[src/rtl/btb_updater.sv]
// btb_updater: clears, then read-modify-writes, an 8-set x 2-way BTB storage file.
// Define BTB_UPDATER_STATS_EN to add the stat_hits/stat_misses/stat_allocs counters.
module btb_updater (
  input  logic         clk,
  input  logic         rst_n,
  input  logic         ex_valid,
  output logic         ex_ready,
  input  logic [31:0]  ex_pc,
  input  logic [31:0]  ex_target,
  input  logic         ex_taken,
  input  logic         ex_is_jump,
  input  logic         flush,
  output logic [2:0]   update_index,
  input  logic [127:0] update_set,
  output logic [2:0]   write_index,
  output logic [127:0] write_set,
  output logic         write_en,
  output logic         busy
`ifdef BTB_UPDATER_STATS_EN
  ,
  output logic [31:0]  stat_hits,
  output logic [31:0]  stat_misses,
  output logic [31:0]  stat_allocs
`endif
);

  typedef enum logic {ST_CLEAR = 1'b0, ST_IDLE = 1'b1} state_e;

  state_e      state_q, state_d;
  logic [2:0]  ptr_q, ptr_d;
  logic        r_valid_q, r_valid_d;
  logic [2:0]  r_index_q, r_index_d;
  logic [26:0] r_tag_q, r_tag_d;
  logic [31:0] r_target_q, r_target_d;
  logic        r_taken_q, r_taken_d;
  logic        r_jump_q, r_jump_d;

  logic        accept;
  logic        u2_active;
  logic        do_write;
  logic [61:0] way0, way1;
  logic        lru_rd;
  logic        hit0, hit1, hit, sel_way;
  logic [61:0] sel_old, sel_new;
  logic [1:0]  ctr_old, ctr_new;
  logic [127:0] upd_set;
  logic        unused_bits;

  assign way0        = update_set[61:0];
  assign way1        = update_set[123:62];
  assign lru_rd      = update_set[124];
  assign unused_bits = ^{ex_pc[1:0], update_set[127:125]};

  assign accept    = ex_valid && ex_ready;
  assign u2_active = r_valid_q && (state_q == ST_IDLE) && !flush;
  assign do_write  = u2_active && (hit || r_taken_q);

  // State register
  always_ff @(posedge clk or negedge rst_n) begin
    if (!rst_n) begin
      state_q    <= ST_CLEAR;
      ptr_q      <= 3'd0;
      r_valid_q  <= 1'b0;
      r_index_q  <= 3'd0;
      r_tag_q    <= 27'd0;
      r_target_q <= 32'd0;
      r_taken_q  <= 1'b0;
      r_jump_q   <= 1'b0;
    end else begin
      state_q    <= state_d;
      ptr_q      <= ptr_d;
      r_valid_q  <= r_valid_d;
      r_index_q  <= r_index_d;
      r_tag_q    <= r_tag_d;
      r_target_q <= r_target_d;
      r_taken_q  <= r_taken_d;
      r_jump_q   <= r_jump_d;
    end
  end

  // Next-state logic, including the U1 request register
  always_comb begin
    state_d    = state_q;
    ptr_d      = ptr_q;
    r_valid_d  = accept;
    r_index_d  = r_index_q;
    r_tag_d    = r_tag_q;
    r_target_d = r_target_q;
    r_taken_d  = r_taken_q;
    r_jump_d   = r_jump_q;
    if (accept) begin
      r_index_d  = ex_pc[4:2];
      r_tag_d    = ex_pc[31:5];
      r_target_d = ex_target;
      r_taken_d  = ex_taken;
      r_jump_d   = ex_is_jump;
    end
    case (state_q)
      ST_CLEAR: begin
        if (flush) begin
          ptr_d = 3'd0;
        end else if (ptr_q == 3'd7) begin
          state_d = ST_IDLE;
          ptr_d   = 3'd0;
        end else begin
          ptr_d = ptr_q + 3'd1;
        end
      end
      default: begin
        if (flush) begin
          state_d = ST_CLEAR;
          ptr_d   = 3'd0;
        end
      end
    endcase
  end

  // U2 datapath: hit detection, victim choice and the merged set image
  always_comb begin
    hit0 = way0[61] && (way0[60:34] == r_tag_q);
    hit1 = way1[61] && (way1[60:34] == r_tag_q);
    hit  = hit0 || hit1;
    if (hit)            sel_way = !hit0;
    else if (!way0[61]) sel_way = 1'b0;
    else if (!way1[61]) sel_way = 1'b1;
    else                sel_way = lru_rd;
    sel_old = sel_way ? way1 : way0;
    ctr_old = sel_old[1:0];
    ctr_new = ctr_old;
    sel_new = sel_old;
    if (hit) begin
      if (r_taken_q) begin
        ctr_new = (r_jump_q || ctr_old == 2'b11) ? 2'b11 : ctr_old + 2'd1;
        sel_new = {sel_old[61:34], r_target_q, ctr_new};
      end else begin
        ctr_new = (ctr_old == 2'b00) ? 2'b00 : ctr_old - 2'd1;
        sel_new = {sel_old[61:2], ctr_new};
      end
    end else begin
      sel_new = {1'b1, r_tag_q, r_target_q, (r_jump_q ? 2'b11 : 2'b10)};
    end
    upd_set = {3'b000, !sel_way,
               (sel_way ? sel_new : way1),
               (sel_way ? way0 : sel_new)};
  end

  // Outputs
  always_comb begin
    ex_ready     = (state_q == ST_IDLE) && !flush;
    busy         = (state_q == ST_CLEAR);
    update_index = r_index_q;
    write_en     = 1'b0;
    write_index  = r_index_q;
    write_set    = '0;
    if (state_q == ST_CLEAR) begin
      write_en    = rst_n;
      write_index = ptr_q;
    end else if (do_write) begin
      write_en  = 1'b1;
      write_set = upd_set;
    end
  end

`ifdef BTB_UPDATER_STATS_EN
  logic [31:0] stat_hits_q, stat_hits_d;
  logic [31:0] stat_misses_q, stat_misses_d;
  logic [31:0] stat_allocs_q, stat_allocs_d;

  always_comb begin
    stat_hits_d   = stat_hits_q;
    stat_misses_d = stat_misses_q;
    stat_allocs_d = stat_allocs_q;
    if (u2_active) begin
      if (hit) begin
        stat_hits_d = stat_hits_q + 32'd1;
      end else begin
        stat_misses_d = stat_misses_q + 32'd1;
        if (r_taken_q) stat_allocs_d = stat_allocs_q + 32'd1;
      end
    end
  end

  always_ff @(posedge clk or negedge rst_n) begin
    if (!rst_n) begin
      stat_hits_q   <= 32'd0;
      stat_misses_q <= 32'd0;
      stat_allocs_q <= 32'd0;
    end else begin
      stat_hits_q   <= stat_hits_d;
      stat_misses_q <= stat_misses_d;
      stat_allocs_q <= stat_allocs_d;
    end
  end

  assign stat_hits   = stat_hits_q;
  assign stat_misses = stat_misses_q;
  assign stat_allocs = stat_allocs_q;
`endif

endmodule

[config.mk]
export PLATFORM = sky130hd
export DESIGN_NAME = btb_updater
export DESIGN_NICKNAME = d
export VERILOG_FILES = /design/src/rtl/btb_updater.sv
export SDC_FILE = /design/constraint.sdc
export NUM_CORES = 1
export LEC_CHECK = 0
export BUFFER_PORTS_ARGS = -buffer_cell sky130_fd_sc_hd__buf_2
export CORE_AREA = 2 2 131 133
export DETAILED_ROUTE_END_ITERATION = 12
export DIE_AREA = 0 0 133 135
export PLACE_DENSITY = 0.62
export SYNTH_ARGS = -nofsm -noshare
export SYNTH_HDL_FRONTEND = slang
export SYNTH_SLANG_ARGS = --single-unit
[constraint.sdc]
create_clock -name clk -period 3.45 [get_ports clk]
set_clock_uncertainty 0.2 [all_clocks]
set_input_delay 0.5175 -clock clk [delete_from_list [all_inputs] [get_ports clk]]
set_output_delay 0.5175 -clock clk [all_outputs]
set_load 0.05 [all_outputs]
==> summary.txt <==
Floorplanning
  • Initial core utilization: 0.323
  • Cell Rows: between 40 and 50
  • Ports: 335
  • Height of the die: between 100 and 150 um
  • Core Region: 16400 um2
  • Die area: approximately 18000 um2
  • Die width: approximately 130 um

STA
  • Least-Margin Pin Slew: 0.964 ns
  • Final slew viol count: 0
  • Max frequency: 280 MHz
  • Final Setup Violations: 100
  • Setup TNS: -5.04 ns
  • RSZ-0062 raised after global routing: true
  • Hold Slack: 0.194 ns
  • Min cycle time layout: between 3 and 4 ns
  • Tcrit/Tclk final: 1.03
  • Worst Slack Setup Final: -0.120 ns
  • Worst rel slew slack: 0.357
  • Number of failing hold endpoints at the final stage: 0

Cells and area
  • Proportion of layout cells with a drive suffix above 1: 0.681
  • Util after Layout: 0.640
  • Most common cell after layout, fill and taps aside: buf_2
  • Commonest non-fill, non-tap cells in the layout: buf_2, buf_6, mux2_2
  • Layout overhead on the synthesized area: 97.9%
  • Layout Nets: 1216

Detailed routing
  • Number of antenna-violating nets in the routed design: 0
  • Vias/cell: 5.29
  • Via count: 6566
  • Pre-antenna DRT Iters: 6
  • Total wire length: 25300 um
  • 1st-iter DRT viols: roughly 310
  • DRC violations left: 0
  • DR WL/cell: 20.4 um

Placed design
  • PortBufs: 326
  • Post-DP HPWL: 15700 um
  • Post-Place Setup Slack: -0.197 ns
  • GP Congestion: 0.833

Global route
  • Number of global-route vias before repair: 6490
  • Largest net degree at the start of global routing: 70
  • Total Routing Usage GR: 0.258
  • Global route overflow: 0
  • Antenna violations before repair: 1
  • First-pass GRT wire length: 35800 um

Pwr
  • Peak supply drop: 0.000252 V
  • PD cells: 280 nW/um2
  • Static Leakage: 5.04 nW

Synth
  • Post-synthesis sequential area ratio: 0.325
  • Yosys reg bits: 69
  • Netlist Area Pre-Place: about 5300 um2
  • Synth Flop Type: dfrtp_1
  • Gate Count Post-Synth: 642
  • Asr flop ratio synth: 1.00
  • Average size of a mapped cell: ~8.3 um2
  • Library cells used by synthesis: 37
  • EDFF count, synth: 0
  • Ys Warns: 0

Worst setup path
  • Reg2reg start: state_q$_DFF_PN0_
  • Critical path class: reg2out
  • CP max FO: 11
  • Setup crit start kind: register
  • Reg2Reg Depth: 4
  • R2r endpoint: r_tag_q[10]$_DFFE_PN0P_
  • Crit path max-delay family: buffers and inverters
  • Bufs and invs on worst path: 4
  • R2R Setup Slk: 1.16 ns
  • Worst Setup End Kind: primary output
  • Most used cell, CP: buf_4
  • CP arrival: 2.85 ns
  • Worst Path Required: 2.73 ns
  • Crit path cell chain: xor2_2 > nor4_2 > buf_4 > nand4_1 > or2_4 > a21oi_4 > buf_12 > bufbuf_16 > o21ai_1 > a21oi_1 > buf_4
  • CP max stage delay: approximately 0.44 ns
  • Critical path's slowest cell: dfrtp_2

Hold path
  • Hold Path Origin: ex_taken
  • Cells on Worst Hold Path: 3
  • Hold Crit Class: in2reg
  • Worst Hold End: r_taken_q$_DFFE_PN0P_

CTS
  • Clk_lat worst skew: 0.34 ns
  • Clock sink count: roughly 70
  • Clock root buffer: clkbuf_16
  • Reg clk slew, reported paths: 0.06 ns
  • Clock buffer depth: 2
  • H-tree depth: 3
  • CTS tree: done
  • Number of CTS-inserted buffers: 9

Status
  • Outcome: finished, violations left
  • Violated checks: negative setup slack

Flow run
  • Max-cap violations: 0
cells by family after synthesis:
kind of cell               after synthesis  share of synthesized area
xor gates and xnor gates                54                     0.0892
muxes                                  100                      0.204
buffers and inverters                   57                     0.0559
AOI/OAI and AO/OA                      140                      0.144
adders and majority gates                2                    0.00472
other                                    1                   0.000707
and+or+nand+nor                        219                      0.175
DFF                                     69                      0.325
state kept, by name (all words and copies together) (netlist names):
name and count:
update_index 3, r_jump_q 1, state_q 1, r_taken_q 1, r_tag_q 27, ptr_q 3, r_target_q 32, r_valid_q 1
per-layer routing:
metal	track usage	share of wire	routed length, um
met5	0	0	0
met4	0.112	0.034	872
met2	0.449	0.51	12900
met3	0.0556	0.070	1770
met1	0.307	0.38	9740
synthesized netlist by cell type, types with 2 or more instances:
master | n | area [um2]
a211oi_1 | 2 | 15.0
nor4_1 | 7 | 43.8
dfrtp_1 | 69 | 1730
buf_4 | 8 | 60.1
xor2_1 | 27 | 236
nand2_1 | 112 | 420
o21ai_1 | 3 | 15.0
a21oi_1 | 90 | 450
nor3_1 | 3 | 15.0
nand4_1 | 8 | 50.1
ha_1 | 2 | 25.0
buf_2 | 24 | 120
clkbuf_1 | 17 | 63.8
nor2_1 | 48 | 180
mux2i_1 | 34 | 340
and2_1 | 2 | 12.5
buf_6 | 3 | 33.8
inv_1 | 5 | 18.8
xnor2_1 | 27 | 236
mux2_2 | 66 | 743
nand3_1 | 35 | 175
or3_1 | 2 | 12.5
o21ai_0 | 34 | 170
timing repair:
action | CTS | global route
setup endpoints to repair | 125 | 125
pin swaps | 74 | 109
hold buffers | 0 | 0
cloned | 10 | 6
resized for setup | 395 | 174
buffers inserted | 19 | 7
final cells by class:
type                       count  area (um2)
timing repair buffer         413        3660
clock buffer                  10         229
multi-input combinational    518        4490
sequential                    69        1740
tap                          220         275
fill                        1239        5910
antenna                        1        2.50
inverter                       5        18.8
clock inverter                 6        86.3
worst reg2reg max path: cells and delay by family (launching register included):
| kind | cells | cell delay (ns) |
|---|---|---|
| buffers and inverters | 1 | 0.15 |
| AND/OR/NAND/NOR | 2 | 0.65 |
| multiplexers | 1 | 0.61 |
| flip-flops | 1 | 0.56 |
stage by stage:
stage | cell area (um2) | total power, mW | cells
6_report | 10500 | 2.94 | 1242
5_1_grt | 10500 | 3.07 | 1242
3_3_place_gp | 7570 | 1.66 | 1189
3_5_place_dp | 7570 | 1.67 | 1189
4_1_cts | 9650 | 2.85 | 1233
2_1_floorplan | 5330 | 1.35 | 644
power breakdown:
group          total, mW  switching, mW  internal (mW)
Combinational      0.922          0.472          0.450
Sequential          1.01          0.107          0.902
Clock               1.01          0.374          0.633
how the worst max path moves through the flow:
stage	to	cells after the start	from
3_3_place_gp	write_set[51]	12	update_set[109]
5_1_grt	write_set[91]	11	r_tag_q[3]$_DFFE_PN0P_
2_1_floorplan	write_set[119]	8	state_q$_DFF_PN0_
6_report	write_set[8]	11	r_tag_q[3]$_DFFE_PN0P_
4_1_cts	write_set[49]	13	r_tag_q[3]$_DFFE_PN0P_
3_5_place_dp	write_set[101]	12	update_set[109]
Note: power is estimated with default switching activity, not from simulation.
